<file path="config.mk">
export PLATFORM = sky130hd
export DESIGN_NAME = text_buffer_writer
export DESIGN_NICKNAME = d
export VERILOG_FILES = /design/src/rtl/text_pkg.sv /design/src/rtl/text_cursor.sv /design/src/rtl/text_buffer_writer.sv
export SDC_FILE = /design/constraint.sdc
export NUM_CORES = 1
export LEC_CHECK = 0
export CORE_ASPECT_RATIO = 1.5
export CORE_MARGIN = 3
export CORE_UTILIZATION = 40
export CTS_CLUSTER_SIZE = 28
export DETAILED_ROUTE_END_ITERATION = 8
export SLEW_MARGIN = 10
export SYNTH_ARGS = -nofsm -noshare
export SYNTH_HDL_FRONTEND = slang
export SYNTH_HIERARCHICAL = 1
export SYNTH_SLANG_ARGS = --single-unit
</file>
<file path="constraint.sdc">
create_clock -name clk -period 7.4 [get_ports clk]
set_input_delay 1.11 -clock clk [delete_from_list [all_inputs] [get_ports clk]]
set_output_delay 1.11 -clock clk [all_outputs]
set_load 0.05 [all_outputs]
</file>
<file path="src/rtl/text_pkg.sv">
// Shared types and constants for the text memory write controller.
package text_pkg;

  typedef enum logic [1:0] {IDLE, WRITE, CLEAR} state_t;

  localparam logic [7:0] ASCII_CR  = 8'h0D;
  localparam logic [7:0] ASCII_BS  = 8'h08;
  localparam logic [7:0] ASCII_ESC = 8'h1B;
  localparam logic [7:0] PRINT_LO  = 8'h20;
  localparam logic [7:0] PRINT_HI  = 8'h7E;

  localparam int unsigned DEF_COLS  = 40;
  localparam int unsigned DEF_LINES = 15;

endpackage

</file>
<file path="src/rtl/text_cursor.sv">
// Hardware text cursor: column/line registers with wrap logic and linear address.
module text_cursor #(
  parameter int unsigned COLS   = 40,
  parameter int unsigned LINES  = 15,
  parameter int unsigned ADDR_W = 10
) (
  input  logic              clk,
  input  logic              rst_n,
  input  logic              inc,
  input  logic              dec,
  input  logic              newline,
  input  logic              zero,
  output logic [5:0]        col,
  output logic [3:0]        line,
  output logic [ADDR_W-1:0] addr
);

  localparam logic [5:0] COL_MAX  = 6'(COLS - 1);
  localparam logic [3:0] LINE_MAX = 4'(LINES - 1);

  logic [5:0] col_q, col_d;
  logic [3:0] line_q, line_d, line_next;

  // Line below, wrapping to the top since there is no scroll.
  assign line_next = (line_q == LINE_MAX) ? 4'd0 : line_q + 4'd1;

  always_comb begin
    col_d  = col_q;
    line_d = line_q;
    if (zero) begin
      col_d  = 6'd0;
      line_d = 4'd0;
    end else if (newline) begin
      col_d  = 6'd0;
      line_d = line_next;
    end else if (inc) begin
      if (col_q == COL_MAX) begin
        col_d  = 6'd0;
        line_d = line_next;
      end else begin
        col_d = col_q + 6'd1;
      end
    end else if (dec) begin
      if (col_q != 6'd0) begin
        col_d = col_q - 6'd1;
      end else if (line_q != 4'd0) begin
        col_d  = COL_MAX;
        line_d = line_q - 4'd1;
      end
    end
  end

  always_ff @(posedge clk or negedge rst_n) begin
    if (!rst_n) begin
      col_q  <= 6'd0;
      line_q <= 4'd0;
    end else begin
      col_q  <= col_d;
      line_q <= line_d;
    end
  end

  assign col  = col_q;
  assign line = line_q;
  assign addr = ADDR_W'(line_q) * ADDR_W'(COLS) + ADDR_W'(col_q);

endmodule

</file>
<file path="src/rtl/text_buffer_writer.sv">
// Write-side controller for the 40x15 text memory: keyboard handshake, cursor
// editing (print, CR, BS) and full-screen clear, all outputs registered.
module text_buffer_writer
  import text_pkg::*;
#(
  parameter int unsigned       COLS           = DEF_COLS,
  parameter int unsigned       LINES          = DEF_LINES,
  parameter int unsigned       ADDR_W         = 10,
  parameter int unsigned       CHAR_W         = 8,
  parameter logic [CHAR_W-1:0] BLANK          = 8'h20,
  parameter bit                CLEAR_ON_RESET = 1'b1
) (
  input  logic              clk,
  input  logic              rst_n,
  input  logic              key_valid,
  input  logic [CHAR_W-1:0] key_code,
  output logic              key_ready,
  output logic              wr_en,
  output logic [ADDR_W-1:0] wr_addr,
  output logic [CHAR_W-1:0] wr_data,
  output logic [5:0]        cursor_col,
  output logic [3:0]        cursor_line,
  output logic              busy
);

  localparam logic [ADDR_W:0] CLR_LEN = (ADDR_W + 1)'(COLS * LINES);

  state_t            state_q, state_d;
  logic [ADDR_W:0]   clr_cnt_q, clr_cnt_d;
  logic              adv_q, adv_d;
  logic              wr_en_q, wr_en_d;
  logic [ADDR_W-1:0] wr_addr_q, wr_addr_d;
  logic [CHAR_W-1:0] wr_data_q, wr_data_d;
  logic              key_ready_q, key_ready_d;
  logic              busy_q, busy_d;

  logic              cur_inc, cur_dec, cur_newline, cur_zero;
  logic [ADDR_W-1:0] cur_addr;
  logic              accept, is_print, is_cr, is_bs, is_esc, at_origin;

  text_cursor #(
    .COLS   (COLS),
    .LINES  (LINES),
    .ADDR_W (ADDR_W)
  ) u_cursor (
    .clk     (clk),
    .rst_n   (rst_n),
    .inc     (cur_inc),
    .dec     (cur_dec),
    .newline (cur_newline),
    .zero    (cur_zero),
    .col     (cursor_col),
    .line    (cursor_line),
    .addr    (cur_addr)
  );

  assign accept    = key_valid & key_ready_q;
  assign is_print  = (key_code >= PRINT_LO) && (key_code <= PRINT_HI);
  assign is_cr     = (key_code == ASCII_CR);
  assign is_bs     = (key_code == ASCII_BS);
  assign is_esc    = (key_code == ASCII_ESC);
  assign at_origin = (cursor_col == 6'd0) && (cursor_line == 4'd0);

  always_ff @(posedge clk or negedge rst_n) begin
    if (!rst_n) begin
      state_q     <= CLEAR_ON_RESET ? CLEAR : IDLE;
      clr_cnt_q   <= '0;
      adv_q       <= 1'b0;
      wr_en_q     <= 1'b0;
      wr_addr_q   <= '0;
      wr_data_q   <= BLANK;
      key_ready_q <= !CLEAR_ON_RESET;
      busy_q      <= CLEAR_ON_RESET;
    end else begin
      state_q     <= state_d;
      clr_cnt_q   <= clr_cnt_d;
      adv_q       <= adv_d;
      wr_en_q     <= wr_en_d;
      wr_addr_q   <= wr_addr_d;
      wr_data_q   <= wr_data_d;
      key_ready_q <= key_ready_d;
      busy_q      <= busy_d;
    end
  end

  always_comb begin
    state_d   = state_q;
    clr_cnt_d = clr_cnt_q;
    unique case (state_q)
      IDLE: begin
        if (accept) begin
          if (is_print || (is_bs && !at_origin)) begin
            state_d = WRITE;
          end else if (is_esc) begin
            state_d   = CLEAR;
            clr_cnt_d = '0;
          end
        end
      end
      WRITE: state_d = IDLE;
      CLEAR: begin
        if (clr_cnt_q == CLR_LEN) state_d = IDLE;
        else                      clr_cnt_d = clr_cnt_q + 1'b1;
      end
      default: state_d = IDLE;
    endcase
  end

  always_comb begin
    wr_en_d     = 1'b0;
    wr_addr_d   = wr_addr_q;
    wr_data_d   = wr_data_q;
    adv_d       = adv_q;
    key_ready_d = (state_d == IDLE);
    busy_d      = (state_d == CLEAR);
    cur_inc     = 1'b0;
    cur_dec     = 1'b0;
    cur_newline = 1'b0;
    cur_zero    = 1'b0;
    unique case (state_q)
      IDLE: begin
        if (accept) begin
          if (is_print) begin
            wr_en_d   = 1'b1;
            wr_addr_d = cur_addr;
            wr_data_d = key_code;
            adv_d     = 1'b1;
          end else if (is_bs && !at_origin) begin
            // Backing up one cell is always linear address - 1, wrap included.
            cur_dec   = 1'b1;
            wr_en_d   = 1'b1;
            wr_addr_d = cur_addr - ADDR_W'(1);
            wr_data_d = BLANK;
            adv_d     = 1'b0;
          end else if (is_cr) begin
            cur_newline = 1'b1;
          end
        end
      end
      WRITE: cur_inc = adv_q;
      CLEAR: begin
        if (clr_cnt_q == CLR_LEN) begin
          cur_zero = 1'b1;
        end else begin
          wr_en_d   = 1'b1;
          wr_addr_d = clr_cnt_q[ADDR_W-1:0];
          wr_data_d = BLANK;
        end
      end
      default: ;
    endcase
  end

  assign key_ready = key_ready_q;
  assign wr_en     = wr_en_q;
  assign wr_addr   = wr_addr_q;
  assign wr_data   = wr_data_q;
  assign busy      = busy_q;

endmodule

</file>
==> run summary, run 1 <==
The largest fanout of any net on the critical path came out at 19. The setup clock skew after layout is 0.00747 ns. The number of design rule violations left after detail routing is 0. The number of placed I/O pins is 42. The share of flip-flops with an asynchronous set or reset came out at 1.00. Power comes to 481 uW. Walking the worst path, the cells encountered are clkdlybuf4s50_1 > and4_1 > a211oi_2 > nand2_1 > a31oi_4 > mux2_2.

The growth of design area from synthesis to finish came out at 17.3%. The first global-routing pass estimated 13.7 mm of wire. The total clock buffers created by CTS came out at 5. The final setup TNS is 0 ns. The cell area that synthesis handed to floorplanning was 0.00335 mm^2. The remaining global-route overflow came out at 0. The cell count after synthesis came out at 347. The maximum count of clock buffers along a single path is 2. The clock period minus final worst setup slack is 3.80 ns. The net count after synthesis is 378. Setup repair after global routing left no endpoint under its margin.

The total of endpoints with negative setup slack in the final report is 0. The post-cts resize count is 0. Data on the critical path arrives at its endpoint at 3.97 ns. The largest stage delay on the critical path is 0.75 ns. The total placed cells including tap cells is 479. The remaining number of nets flagged by the antenna check after routing is 0. The antenna diode count came out at 0. In the final layout, the share of cells above drive strength 1 is 0.115. The number of antenna violations at the first check in global routing is 0. Detailed placement finished with a half-perimeter wire length of 6.14 mm. The DRC violation total after the first TritonRoute iteration came out at 147. The y dimension of the die is 118 um.

The power density over the cells is 122 mW/mm^2. The run finished with clean final reports. Based on the critical path, the design can be clocked at up to 0.263 GHz.

The final cell utilization of the core came out at 0.485. The actual slew at the worst max-slew pin is 1.10 ns. Of the available clock period, the critical path in the final layout requires 0.513. STA classifies the critical path startpoint as an input pin. CTS built an H-tree with a depth of 2. The net total in the final layout came out at 412. The via count of the first global-routing pass is 2862.

The clock tree root driver cell is sky130_fd_sc_hd__clkbuf_16. The clock latency on the worst-skew pair is 0.29 ns. The initial cell density of the core came out at 0.413. The detailed-route via count is 2817. Dividing the synthesized area by the synthesized cell count gives 9.66 um^2.

The routed wire length came out at 8.26 mm. The CTS tree is built. Of the synthesized area, sequential elements account for 0.337. In this run the horizontal extent of the chip is 80.7 um. The final number of hold-violating endpoints came out at 0. The number of library cell types mapped by synthesis is 79. The die footprint came out at 0.00954 mm^2.

The number of synthesized flops with an enable pin came out at 0. The leakage power is 0.00164 uW. By count the netlist is led by sky130_fd_sc_hd__dfrtp_1 (42), sky130_fd_sc_hd__inv_1 (30), sky130_fd_sc_hd__nand2_1 (28). The total count of max-transition violations in the final report is 0.

The overall routing resource usage is 0.183. After detailed routing, the average wire length per cell comes to 17.0 um. The final non-filler cell total came out at 487. The register-to-register setup slack came out at 3.81 ns. The tree built by TritonCTS fans out to 45 sinks. The tightest slew margin relative to the limit is 0.264. STA classifies the critical path endpoint as a flip-flop. Of the post-synthesis cell area, the dominant cell type holds 0.314. Yosys attributes the largest share of cell area to sky130_fd_sc_hd__dfrtp_1 (31%), sky130_fd_sc_hd__ha_1 (6.7%), sky130_fd_sc_hd__xnor2_1 (4.2%), sky130_fd_sc_hd__mux2i_1 (3.9%), sky130_fd_sc_hd__inv_1 (3.4%). Among all flip-flop cells after synthesis, the most frequent one is sky130_fd_sc_hd__dfrtp_1.

VDD sags by at most 0.0993 mV. Clock-pin slew was measured on the worst setup and hold paths at 0.06 ns. The tightest min-delay check is of the reg2reg type. Among all cell types in the netlist, the one instantiated most often is sky130_fd_sc_hd__dfrtp_1. The count of warnings emitted by yosys is 6. The worst path required time came out at 7.57 ns. The congestion estimate from routability-driven global placement came to 0.890. Row generation in the floorplan step produced 40 rows.

Summed over all instances, the cell type with the most area after synthesis is sky130_fd_sc_hd__dfrtp_1. The tool flagged a number of max-cap violations equal to 0. The largest net degree at the start of global routing is 46. Port buffering added 41 buffers. The buffers inserted during post-CTS setup optimization came out at 0.

The mean number of vias per cell is 5.78. By startpoint and endpoint, the worst setup path is classified as in2reg. The core area is 0.00811 mm^2. The register bit count reported by yosys came out at 45.

The total iterations of the first detailed-routing run is 4. The number of buffers added to fix hold violations after cts is 0. Counting the fill cells in the layout gives 821. The largest individual stage delay along the critical path comes from the cell sky130_fd_sc_hd__a211oi_2.
logic make-up (layout without fill, tap and decap cells):
group                    Yosys count  in the layout  synth area share
flip-flops                        45             45             0.337
XOR/XNOR                          16             16            0.0418
AO/OA/AOI/OAI                     72             72             0.174
adder cells (fa/ha/maj)           20             20            0.0791
AND/OR/NAND/NOR                  124            124             0.223
buffers and inverters             45             80            0.0649
multiplexers                      25             25            0.0803
worst max-delay path: cells and delay by family:
| kind | cells | cell delay (ns) |
|---|---|---|
| mux | 1 | 0.40 |
| compound gates | 2 | 1.43 |
| buf+inv | 1 | 0.50 |
| simple gates | 2 | 0.52 |
metrics by stage:
stage	setup slack (ns)	area (um^2)	hold WS, ns
global placement	3.35	3790	0.455
CTS	3.60	3930	0.473
finish	3.60	3930	0.473
detailed placement	3.28	3790	0.458
global route	3.37	3930	0.512
floorplan	3.91	3350	0.440
flip-flops by register name, summed over array words and instances, names as in the netlist:
| signal | count |
|---|---|
| clr_cnt_q | 11 |
| adv_q | 1 |
| wr_data | 8 |
| key_ready | 1 |
| state_q | 2 |
| u_cursor/line | 4 |
| wr_en | 1 |
| wr_addr | 10 |
| busy | 1 |
| u_cursor/col | 6 |
path summary, 6_finish.rpt:
kind,cells after the start,to,from
hold reg to reg,2,adv_q,adv_q
hold / removal,2,adv_q,adv_q
max in group asynchronous,1,wr_addr[5],rst_n
setup reg to reg,11,wr_addr[9],u_cursor/col[3]
min in group asynchronous,1,wr_data[1],rst_n
setup / recovery,6,wr_addr[5],key_code[6]
layout by cell type, fill, tap and decap left out, types with 2 or more instances in the layout:
cell	netlist	routed
sky130_fd_sc_hd__nor2_1	22	22
sky130_fd_sc_hd__mux2_2	10	10
sky130_fd_sc_hd__nand2b_1	3	3
sky130_fd_sc_hd__nand2_1	28	28
sky130_fd_sc_hd__a21o_1	2	2
sky130_fd_sc_hd__nor4_1	8	8
sky130_fd_sc_hd__nor3b_1	2	2
sky130_fd_sc_hd__xnor2_1	16	16
sky130_fd_sc_hd__a2bb2oi_1	2	2
sky130_fd_sc_hd__o211ai_1	3	3
sky130_fd_sc_hd__mux2i_1	13	13
sky130_fd_sc_hd__dfrtp_1	42	42
sky130_fd_sc_hd__o32ai_1	3	3
sky130_fd_sc_hd__nand3_1	11	11
sky130_fd_sc_hd__and3_1	4	4
sky130_fd_sc_hd__clkbuf_1	3	2
sky130_fd_sc_hd__a2111oi_0	5	5
sky130_fd_sc_hd__inv_1	30	30
sky130_fd_sc_hd__clkbuf_16	0	5
sky130_fd_sc_hd__o21ai_0	11	11
sky130_fd_sc_hd__o21a_1	3	3
sky130_fd_sc_hd__a32oi_1	5	5
sky130_fd_sc_hd__or4_1	2	2
sky130_fd_sc_hd__and4_1	3	3
sky130_fd_sc_hd__clkdlybuf4s50_1	0	40
sky130_fd_sc_hd__nor3_1	4	4
sky130_fd_sc_hd__a31oi_1	4	4
sky130_fd_sc_hd__nor2b_1	4	4
sky130_fd_sc_hd__a211oi_1	3	3
sky130_fd_sc_hd__a21oi_1	7	7
sky130_fd_sc_hd__ha_1	18	18
sky130_fd_sc_hd__dfstp_2	3	3
sky130_fd_sc_hd__a211o_1	2	2
sky130_fd_sc_hd__or3_1	11	11
sky130_fd_sc_hd__nand4_1	2	2
sky130_fd_sc_hd__or2_2	2	2
sky130_fd_sc_hd__and2_1	2	2
sky130_fd_sc_hd__fa_1	2	2
sky130_fd_sc_hd__a31o_2	2	2
power breakdown:
part / switching [uW] / internal, uW / total (uW)
Combinational: 11.2 / 6.81 / 18.0
Sequential: 0 / 246 / 246
Clock: 91.0 / 126 / 217
Total: 102 / 379 / 481
layer usage:
metal  vias up  GRT usage  wire, um
met2        91      0.329      4420
met1      1358      0.201      3270
met4         0     0.0856       279
li1       1340          -         -
met5         -          0         0
met3        28     0.0329       286
final cells by class:
cell class              count  area (um^2)  share of cell area
multi-input cells         257         2000               0.510
flip-flops and latches     45         1130               0.287
repair buffers             42          413               0.105
clock buffers               7          133              0.0337
well taps                 105          131              0.0334
inverters                  30          113              0.0286
clock inverters             1         8.76             0.00223
Power figures use the tool's default switching activity.
==> inputs of run 2 (changes only) <==
==> constraint.sdc (replaced) <==
create_clock -name clk -period 3.27 [get_ports clk]
set_input_delay 0.4905 -clock clk [delete_from_list [all_inputs] [get_ports clk]]
set_output_delay 0.4905 -clock clk [all_outputs]
set_load 0.05 [all_outputs]
==> run 2 against run 1 <==
  * Total power rose by 150%
  * Critical endpoint is now wr_addr[9]
  * First-iteration DRC count decreased by 24%
  * Clock power increased to 2.8 times the previous value
  * Hold slack got worse by 0.10 ns
  * Wire length grew 2.0%
  * Highest routed layer unchanged
  * Setup slack lost 3.6 ns
  * Sequential cell count stayed put
  * Critical path depth rose by 3
  * Combinational power is 140% higher
  * Final cell count up 3.1%
  * Sequential power up 130%
==> run summary, run 2 (synthesis results as in run 1) <==
The flow ran to the end, and the final reports show no timing, DRC or antenna violations. The minimum hold slack came out at 0.370 ns. The register with the most flip-flops in the final layout is clr_cnt_q. VDD sags by at most 0.223 mV.

The fraction of layout instances using a drive strength above 1 is 0.179. The floorplan step set the die height to 118 um. The total iterations of the first detailed-routing run came out at 4. The clock tree root driver cell is sky130_fd_sc_hd__clkbuf_16. The internal power of the cells totals 955 uW. The library cells used most frequently in the layout, excluding fill and tap cells, are sky130_fd_sc_hd__clkdlybuf4s50_1 (40), sky130_fd_sc_hd__dfrtp_1 (36), sky130_fd_sc_hd__inv_1 (30). The die width is 80.7 um.

The leakage power came out at 0.00173 uW. Entering global routing, the biggest net connects 46 pins. The last weighted congestion value of the routability-driven placer came out at 0.868.

The mean number of vias per cell is 5.65. The endpoint identified for the worst register-to-register timing path is wr_addr[9]. In this run the register-to-register setup slack is 0.05 ns.

The period utilization came out at 0.986. TritonCTS built the clock tree. The switching component of the power came out at 247 uW. The setup clock skew after layout is 0.00487 ns.

The relative contribution of the clock network to total power is 0.501. Timing analysis after detailed placement gives a worst setup slack of 0.0155 ns. The leading cell type in the layout, fill and taps excluded is sky130_fd_sc_hd__clkdlybuf4s50_1.

The wire-length estimate of the detail-placed layout is 6.41 mm. The die footprint came out at 0.00954 mm^2. The proportion of total power due to net switching came out at 0.206.

The part of the total power dissipated in sequential elements is 0.463. The overall routing resource usage came out at 0.191. After the first detailed-routing iteration, the DRC count stood at 111.

For this configuration, the core starts out at a cell density of 0.413. The number of antenna violations at the first check in global routing came out at 0. The clock-pin slew on the worst setup and hold paths is 0.06 ns.

The startpoint class of the critical path is a flip-flop. The count of nets left with antenna violations once routing finished came out at 0. The data arrival time of the worst path is 3.46 ns. The total count of max-transition violations in the final report is 0. For the pin with the worst max-slew slack, the measured transition is 1.06 ns. The worst register-to-register path begins at u_cursor/line[1].

The number of placed I/O pins came out at 42. The depth of the most critical reg-to-reg path came out at 9. The final layout contains 427 nets. The clock period minus final worst setup slack is 3.22 ns. Setup violations remaining at the end of the flow were counted as 0. Hold repair after CTS inserted 0 buffers.

The CTS sink count came out at 45. The final number of hold-violating endpoints is 0. The total clock buffers created by CTS came out at 5.

The maximum count of clock buffers along a single path came out at 2. The minimum setup slack in the final design is 0.0453 ns. Wires add up to 8.43 mm.

For this run, design rule violations remaining after detail routing come to 0. Relative to the synthesized area, the layout overhead comes to 22.8%. 0 antenna diodes ended up in the layout. The fraction of power consumed by combinational cells came out at 0.036.

The core area came out at 0.00811 mm^2. The global-route wire length before repair is 14.3 mm. The H-tree was split into 2 levels. The flip-flop count of the largest register, all copies and words added is 11. The total power draw is 1200 uW. The final cell utilization of the core came out at 0.508. The clock latency on the worst-skew pair is 0.29 ns. The floorplan has 40 rows. In the final routed layout, each cell accounts on average for 16.8 um.

The critical path in this run is classified as reg2reg. The largest fanout of any net on the critical path came out at 2. In this run the worst hold path is classified as in2async. The via count of the first global-routing pass is 2962. Global routing finished with a remaining overflow of 0.

The final setup TNS is 0 ns. Timing would allow up to 0.310 GHz. The worst pin sits at a relative slew slack of 0.295.

Detailed routing inserted a total of 2837 vias. In this run the power density over the cells is 292 mW/mm^2. The worst path required time is 3.51 ns. Max-cap violations in this run came to 0. The count of buffers inserted at the top-level ports came out at 41. The worst setup path is captured at a flip-flop.
-- run 2: changes by cell type in the layout (fill, tap and decap cells not counted), moves of 2 or more --
cell                       before  now
sky130_fd_sc_hd__buf_4          1   16
sky130_fd_sc_hd__dfrtp_2        0    5
sky130_fd_sc_hd__clkbuf_1       2    0
sky130_fd_sc_hd__dfrtp_1       42   36
sky130_fd_sc_hd__ha_1          18   16
-- run 2: repair_timing --
action,4_1_cts,5_1_grt
hold endpoints to repair,0,0
resized for setup,2,2
setup buffers,1,0
pin swaps,5,1
setup endpoints to repair,1,1
-- run 2: layout make-up --
class,instances,area (um^2)
clock buffer,6,139
clock inverter,2,37.5
fill,783,3990
inverter,30,113
multi-input combinational,257,2030
sequential,45,1140
tap,105,131
timing repair buffer,57,526
-- run 2: how the worst max path moves through the flow --
stage	startpoint	end	slack, ns	cells after the start
5_1_grt	u_cursor/line[1]	wr_addr[9]	-0.0006	10
6_report	u_cursor/line[1]	wr_addr[9]	0.05	9
2_1_floorplan	u_cursor/line[1]	wr_addr[9]	0.002	9
3_5_place_dp	u_cursor/line[1]	wr_addr[9]	0.02	9
4_1_cts	u_cursor/line[1]	wr_addr[9]	0.04	9
3_3_place_gp	u_cursor/line[1]	wr_addr[9]	0.06	9
-- run 2: worst max-delay path, cell delays in order, from the launching register on --
cell and delay, ns:
sky130_fd_sc_hd__dfrtp_4 0.49, sky130_fd_sc_hd__ha_4 0.24, sky130_fd_sc_hd__ha_2 0.19, sky130_fd_sc_hd__fa_1 0.50, sky130_fd_sc_hd__xnor2_2 0.17, sky130_fd_sc_hd__or4_1 0.42
sky130_fd_sc_hd__or4_1 0.49, sky130_fd_sc_hd__or3_1 0.32, sky130_fd_sc_hd__a32oi_1 0.20, sky130_fd_sc_hd__mux2_1 0.15
-- run 2: power by group through the flow --
| stage | Clock, uW | Sequential (uW) | Combinational, uW |
|---|---|---|---|
| finish | 602 | 557 | 43.0 |
| global route | 640 | 556 | 47.5 |
| CTS | 621 | 557 | 44.2 |
| detailed placement | 0 | 567 | 44.0 |
| global placement | 0 | 567 | 43.3 |
| floorplan | 0 | 567 | 11.7 |
-- run 2: metal layers --
metal  track usage  up-vias  routed length [um]
li1              -     1368                   -
met5             0        -                   0
met3        0.0283       13                 283
met4        0.0645        0                 142
met1         0.212     1387                3270
met2         0.358       69                4720
-- run 2: per-stage QoR --
step / std cells / instance area [um^2]
after global routing: 502 / 4120
after CTS: 502 / 4110
after global placement: 493 / 3920
final: 502 / 4120
after detailed placement: 493 / 3920
after floorplan: 347 / 3370
==> inputs of run 3 (changes only) <==
--- a/config.mk
+++ b/config.mk
@@ -10,6 +10,7 @@
 export CORE_UTILIZATION = 40
 export CTS_CLUSTER_SIZE = 28
 export DETAILED_ROUTE_END_ITERATION = 8
+export REMOVE_ABC_BUFFERS = 1
 export SLEW_MARGIN = 10
 export SYNTH_ARGS = -nofsm -noshare
 export SYNTH_HDL_FRONTEND = slang
==> run 3 against run 2 <==
  * Count of clock-buffer cells in the layout is the same
  * Via count decreased by 2.2%
  * Sequential power about the same
  * Setup slack gained 0.053 ns
  * Die area is the same
  * Wire length decreased by 2.1%
  * Total power decreased by 6.9%
  * Sequential share of layout area down 0.42 points
  * Maximum frequency is 1.7% higher
  * Global-route usage fell by 0.43 points
  * Non-clock buffer count is 3 higher
==> run summary, run 3 (synthesis results as in run 1) <==
Buffers inserted to repair hold after CTS numbered 0. At the end of routability-driven placement, the weighted congestion stood at 0.830. The fraction of layout instances using a drive strength above 1 is 0.190. The detailed router finished its first iteration with 98 violations. In this run the worst path has a maximum fanout of 2. The worst-case vdd ir drop is 0.235 mV.

The y dimension of the die came out at 118 um. The initial cell density of the core is 0.413. The number of placed I/O pins came out at 42. The placed wire-length estimate is 6.23 mm. The level count of the clock H-tree came out at 2. The mean number of vias per cell came out at 5.50. The clock latency on the worst-skew pair is 0.29 ns. The remaining number of nets flagged by the antenna check after routing came out at 0. The overall routing resource usage came out at 0.187. The library cells used most frequently in the layout, excluding fill and tap cells, are sky130_fd_sc_hd__dfrtp_1 (41), sky130_fd_sc_hd__clkdlybuf4s50_1 (40), sky130_fd_sc_hd__inv_1 (30). The worst setup path is captured at a flip-flop. Setup violations remaining at the end of the flow were counted as 0.

TritonCTS built the clock tree. The number of antenna violations at the first check in global routing came out at 0. The analysis attributes to net switching a power of 241 uW. The run finished with clean final reports. The detailed-route via count is 2775. The total iterations of the first detailed-routing run is 4. The timing-limited maximum frequency is 0.315 GHz. The relative contribution of the clock network to total power came out at 0.465. In this run the worst hold path is classified as in2async. The max capacitance violation total came out at 0. The final number of hold-violating endpoints is 0. The final layout contains routed wiring with a total length of 8.25 mm. The period utilization came out at 0.970. The cell-internal power is 877 uW. The total clock buffers created by CTS is 5. The worst path required time is 3.50 ns. In this run the tightest slew margin relative to its limit is 0.319. The core area is 0.00811 mm^2.

Dividing the detail-routed wire length by the instance count gives 16.3 um. The clock period minus final worst setup slack came out at 3.17 ns. The data arrival time of the worst path is 3.40 ns. The category of the critical setup timing path is reg2reg. The finished cells cover 0.00415 mm^2. The remaining global-route overflow came out at 0. The number of design rule violations left after detail routing came out at 0. The leakage power is 0.00175 uW. The global-route wire length before repair came out at 14.1 mm. The library cell used most frequently in the layout, excluding fill and tap cells, is sky130_fd_sc_hd__dfrtp_1. The final cell utilization of the core is 0.512.

The maximum count of clock buffers along a single path is 2. The part of the total power dissipated in sequential elements came out at 0.498. The largest net degree at the start of global routing came out at 46.

The clock-pin slew on the worst setup and hold paths is 0.06 ns. The setup clock skew after layout came out at 0.00529 ns. The net total in the final layout came out at 430. The actual slew at the worst max-slew pin came out at 1.02 ns. The proportion of total power due to net switching is 0.216. The floorplan step defined a die boundary enclosing 0.00954 mm^2. The die width is 80.7 um.

Counting every sink on the clock net gives 45. STA classifies the critical path startpoint as a flip-flop. The final-layout fill cell count is 782. CTS placed an instance of sky130_fd_sc_hd__clkbuf_16 at the clock tree root. The total count of max-transition violations in the final report came out at 0. The via count of the first global-routing pass came out at 2860. The count of buffers inserted at the top-level ports is 41. More flip-flops sit in one register than any other, and that register is clr_cnt_q. The growth of design area from synthesis to finish came out at 23.7%. Summing all placed instances gives a cell area of 0.00392 mm^2. The share of total power dissipated in combinational logic is 0.037. The repair_antennas step left the layout with diodes totalling 0. Setup repair after global routing left no endpoint under its margin. The flip-flop count of the largest register, all copies and words added is 11. The power density over the cells came out at 270 mW/mm^2. The row count is 40.
[run 3: layout make-up]
cell class / count / area, um^2 / area share
multi-input combinational: 257 / 2070 / 0.500
sequential: 45 / 1130 / 0.273
timing repair buffer: 60 / 548 / 0.132
clock buffer: 6 / 139 / 0.0335
tap: 105 / 131 / 0.0317
inverter: 30 / 113 / 0.0271
clock inverter: 2 / 13.8 / 0.00332
[run 3: critical path, stage by stage (launching register included)]
cell	delay [ns]
sky130_fd_sc_hd__dfrtp_1	0.41
sky130_fd_sc_hd__ha_4	0.25
sky130_fd_sc_hd__ha_4	0.16
sky130_fd_sc_hd__fa_2	0.57
sky130_fd_sc_hd__xnor2_2	0.09
sky130_fd_sc_hd__or4_4	0.54
sky130_fd_sc_hd__or4_4	0.42
sky130_fd_sc_hd__or3_1	0.31
sky130_fd_sc_hd__a32oi_1	0.19
sky130_fd_sc_hd__mux2_4	0.16
[run 3: layer usage]
metal  global-route usage  share of wire
met5                    0              0
met2                0.342           0.54
met4               0.0529          0.015
met1                0.219           0.42
met3               0.0283          0.025
[run 3: path summary, 6_finish.rpt]
kind | from | end | slack [ns] | cells after the start
worst max-delay path | u_cursor/line[1] | wr_addr[9] | 0.1 | 9
worst min-delay path | rst_n | u_cursor/col[1] | 0.37 | 1
worst max register to register | u_cursor/line[1] | wr_addr[9] | 0.1 | 9
worst min register to register | adv_q | adv_q | 0.48 | 2
max in group asynchronous | rst_n | u_cursor/line[0] | 2.19 | 1
min in group clk | adv_q | adv_q | 0.48 | 2
[run 3: power by group through the flow]
stage	Clock, uW	Sequential (uW)	Combinational [uW]
4_1_cts	539	557	43.4
3_3_place_gp	0	567	42.9
5_1_grt	555	556	47.3
2_1_floorplan	0	567	11.0
3_5_place_dp	0	567	43.4
6_report	520	557	41.9
[run 3: what timing repair did]
item                                    4_1_cts  5_1_grt
endpoints found under the setup margin        0        1
setup buffers                                 0        1
resized for setup                             0       16
[run 3: metrics by stage]
stage / setup TNS, ns / cells / power, uW / setup slack, ns / hold WS (ns)
final: 0 / 505 / 1120 / 0.0986 / 0.366
after global routing: 0 / 505 / 1160 / 0.000511 / 0.473
after CTS: 0 / 504 / 1140 / 0.0185 / 0.429
after detailed placement: 0 / 496 / 610 / 0.0556 / 0.463
after global placement: 0 / 496 / 610 / 0.101 / 0.469
after floorplan: -0.359 / 332 / 578 / -0.300 / 0.195
==> patch 1: new RTL, flow settings as in run 3 <==
`ADDR_W` is set to 10 in 2 places; all go to 8.
--- a/src/rtl/text_cursor.sv
+++ b/src/rtl/text_cursor.sv
@@ -2,7 +2,7 @@
 module text_cursor #(
   parameter int unsigned COLS   = 40,
   parameter int unsigned LINES  = 15,
-  parameter int unsigned ADDR_W = 10
+  parameter int unsigned ADDR_W = 8
 ) (
   input  logic              clk,
   input  logic              rst_n,
--- a/src/rtl/text_buffer_writer.sv
+++ b/src/rtl/text_buffer_writer.sv
@@ -5,7 +5,7 @@
 #(
   parameter int unsigned       COLS           = DEF_COLS,
   parameter int unsigned       LINES          = DEF_LINES,
-  parameter int unsigned       ADDR_W         = 10,
+  parameter int unsigned       ADDR_W         = 8,
   parameter int unsigned       CHAR_W         = 8,
   parameter logic [CHAR_W-1:0] BLANK          = 8'h20,
   parameter bit                CLEAR_ON_RESET = 1'b1
Interface: changed (resized wr_addr); port bits go from 42 to 40. No check against the original RTL was run, so the function may have changed too.
==> patch 1 against run 3 <==
Sequential cell count down 4; hold slack worse by 0.049 ns; global-route usage shrank 0.69 points; final area down 19%; setup slack better by 0.41 ns; routed wire length is 18% lower; via count is 14% lower; synthesized area shrank 17%.
Power is left out: it rests on default switching activity, and per cell area and clock period it moved more than threefold.
==> patch 1: results (changes against run 3) <==
- Share of cells above drive strength 1: 13.3% (-5.7 points)
- Via-per-instance ratio: 5.62 (+2.3%)
- Number of flip-flops in the largest register: 9 (-2)
- Layout Cell Area excl Fill: 3340 µm² (-19%)
- Largest incremental delay on the critical path: 0.60 ns (+0.03 ns)
- Arrival @ worst endpoint: 2.99 ns (-0.41 ns)
- Aggregate global routing overflow: 0 (unchanged)
- CTS H-tree depth: 2 (unchanged)
- Pre-CTS worst setup slack: 0.224 ns (+0.168 ns)
- Final Wtd Congestion: 0.838 (+0.89%)
- Area contributors post-synth: dfrtp_1 34%, ha_1 7.6%, nor2_1 4.7%
- Placed Instance Area: 3250 µm² (-17%)
- Post-CTS Resized: 0 (unchanged)
- Number of standard cells after synthesis: 307 (-12%)
- Number of global-route vias before repair: 2447 (-14%)
- Mean routed wirelength per cell: 16.0 µm (-2.2%)
- Total of fill cells in the finished design: 652 (-17%)
- Slew of the pin with the lowest slew margin: 0.952 ns (-0.0686 ns)
- Clk pin slew, worst setup/hold paths: 0.09 ns (+0.03 ns)
- CP Max Fanout: 8 (+6)
- Unique cell type count in the Yosys netlist: 67 (-15%)
- Post-synth ARST share: 100% (unchanged)
- Final HPWL DP: 5.04 mm (-19%)
- IO buf count: 39 (-4.9%)
- Register-to-register setup slack: 0.55 ns (+0.45 ns)
- Number of antenna repair diodes: 0 (unchanged)
- Share of synthesized area occupied by flip-flops and latches: 36.9% (+3.1 points)
- Final nets: 375 (-13%)
- Setup clock skew after layout: 0.0118 ns (+0.00648 ns)
- Clock Tree Buf Depth: 2 (unchanged)
- Total number of yosys warnings: 6 (unchanged)
- TritonRoute pass-1 iters: 4 (unchanged)
- Achievable clock frequency: 362 MHz (+15%)
- Post-synth top cells: 38 x dfrtp_1, 35 x nor2_1, 21 x o21ai_0, 20 x nand2_1, 18 x inv_1
- CP max-delay cell: or4b_1
- Outcome: finished, final reports clean
- 1st-iter DRT viols: 81 (-17%)
- Root cell of the clock tree: clkbuf_8
- Worst hold margin: 0.317 ns (-0.0488 ns)
- Wire length of the first global-routing pass: 11.5 mm (-19%)
- Wirelength, routed: 6.75 mm (-18%)
- Cell count after placement: 415 (-16%)
- Aggregate global-route resource usage: 18.0% (-0.69 points)
- Pin count of the biggest net entering global routing: 42 (-8.7%)
==> patch 1: cell count changes after synthesis, sizes merged, moves of 7 or more <==
| cell | delta |
|---|---|
| mux2i | -12 |
| nor2 | +12 |
| inv | -11 |
| o21ai | +11 |
| nand2 | -8 |
| or3 | -7 |
| xnor2 | -7 |
==> patch 1: cell type report <==
type / count / share of cell area, %
flip-flops and latches: 41 / 30.8
repair buffers: 48 / 13.6
well taps: 76 / 2.85
clock buffers: 5 / 2.06
clock inverters: 3 / 0.749
multi-input cells: 231 / 47.8
inverters: 19 / 2.13
==> patch 1: final timing paths <==
check,from,end,cells past startpoint
worst min register to register,wr_data[5],wr_data[5],2
worst max register to register,u_cursor/line[0],wr_addr[7],8
max in group asynchronous,rst_n,clr_cnt_q[6],1
min in group clk,wr_data[5],wr_data[5],2
worst min-delay path,rst_n,clr_cnt_q[0],1
worst max-delay path,key_code[6],u_cursor/line[2],9
==> patch 1: worst reg2reg max path: cells and delay by family, from the launching register on <==
kind / cells / cell delay (ns)
multiplexers: 1 / 0.31
buffers and inverters: 1 / 0.05
AO/OA/AOI/OAI: 2 / 0.26
flip-flops: 1 / 0.59
adder cells (fa/ha/maj): 2 / 0.65
XOR/XNOR: 1 / 0.20
AND/OR/NAND/NOR: 1 / 0.53
==> patch 1: layer usage <==
metal,share of wire [%],global-route usage (%)
met4,1.3,5.34
met3,2.3,2.42
met5,0,0
met2,54,33.2
met1,42,21.1
==> patch 1: logic make-up after synthesis <==
group	after synthesis	share of synthesized area (%)
simple gates	117	23.2
compound gates	74	18.1
flops	41	36.9
buf+inv	35	5.91
fa+ha+maj	18	8.33
xor+xnor	14	4.39
mux	8	3.18
==> patch 2: new RTL, config.mk and constraints of run 3 <==
Made on the original files. The 3 states of `state_t` get a one-hot encoding in 3 bits.
--- a/src/rtl/text_pkg.sv
+++ b/src/rtl/text_pkg.sv
@@ -1,7 +1,7 @@
 // Shared types and constants for the text memory write controller.
 package text_pkg;
 
-  typedef enum logic [1:0] {IDLE, WRITE, CLEAR} state_t;
+  typedef enum logic [2:0] {IDLE = 3'b001, WRITE = 3'b010, CLEAR = 3'b100} state_t;
 
   localparam logic [7:0] ASCII_CR  = 8'h0D;
   localparam logic [7:0] ASCII_BS  = 8'h08;
Check against the original RTL: same outputs for any inputs over 10 cycles, from zero or initial values and one cycle with rst_n low; not proved beyond that.
==> patch 2 against run 3 <==
Synthesized area fell by 1.5%; setup slack improved by 0.037 ns; fmax rose by 1.2%; final area fell by 1.6%; hold slack improved by 0.015 ns; global-route usage rose by 0.68 points; routed wire length rose by 2.0%; critical path type unchanged; critical endpoint unchanged; sequential cell count rose by 1; synthesized cell count rose by 4.6%.
Power is not compared: it rests on default switching activity, and its combinational part moved more than twofold at a synthesized area within 25%.
==> patch 2: results (changes against run 3) <==
- Outcome: finished, final reports clean
- Worst r2r src: u_cursor/line[0]
- Number of multi-input combinational cells in the layout: 276 (+7.4%)
- Unique cell type count in the Yosys netlist: 74 (-6.3%)
- Period Utilization, post-route: 95.8% (-1.1 points)
- Count of inverters other than clock inverters in the layout: 20 (-33%)
- Setup clock skew after layout: 0.0112 ns (+0.00595 ns)
- Number of global-route vias before repair: 2934 (+2.6%)
- Synthesized-area fraction occupied by xor and xnor cells: 1.86% (-2.3 points)
- Post-layout util: 51.0% (-0.17 points)
- Detailed route wirelength on metal3: 217 µm (+5.9%)
- Arrival @ worst endpoint: 3.36 ns (-0.04 ns)
- Worst hold margin: 0.381 ns (+0.0154 ns)
- Number of clock-tree buffers in the layout: 7 (+1)
- Met2 Routed Length: 4.56 mm (+1.9%)
- Number of standard cells in the layout, taps in and fillers out: 512 (+1.4%)
- Cell count after placement: 504 (+1.6%)
- Placed Instance Area: 3860 µm² (-1.5%)
- Area of the multi-input gates: 2020 µm² (-2.5%)
- Final HPWL DP: 6.29 mm (+1.1%)
- Number of flip-flops and latches in the synthesized netlist: 46 (+2.2%)
- Pre-CTS worst setup slack: 0.0561 ns (+0.000503 ns)
- 1st-iter DRT viols: 132 (+35%)
- Mean routed wirelength per cell: 16.4 µm (+0.62%)
- Final Wtd Congestion: 0.905 (+9.0%)
- CP Max Fanout: 3 (+1)
- Final nets: 437 (+1.6%)
- Met1 usage: 22.2% (+0.30 points)
- Register-to-register setup slack: 0.14 ns (+0.04 ns)
- Fraction of synthesized area in multiplexers: 5.87% (-2.2 points)
patch 2: cell count changes in the layout (fill, tap and decap cells not counted), moves of 6 or more:
| cell | run 3 | this run |
|---|---|---|
| o21ai_1 | 1 | 17 |
| inv_1 | 30 | 17 |
| a22o_1 | 0 | 9 |
| mux2_1 | 0 | 9 |
| xnor2_1 | 15 | 6 |
| mux2_2 | 10 | 2 |
| nor2_1 | 22 | 29 |
| mux2i_1 | 13 | 7 |
| o21ai_0 | 9 | 3 |
| or4_1 | 0 | 6 |
patch 2: worst max-delay path, delay by kind of cell, from the launching register on:
kind | cells | cell delay, ns
xor gates and xnor gates | 1 | 0.10
DFF | 1 | 0.40
and+or+nand+nor | 4 | 1.44
adders and majority gates | 3 | 1.00
muxes | 1 | 0.13
patch 2: repair_timing:
| action | CTS | global route |
|---|---|---|
| setup buffers | 0 | 0 |
| setup endpoints to repair | 0 | 1 |
| resized for setup | 0 | 10 |
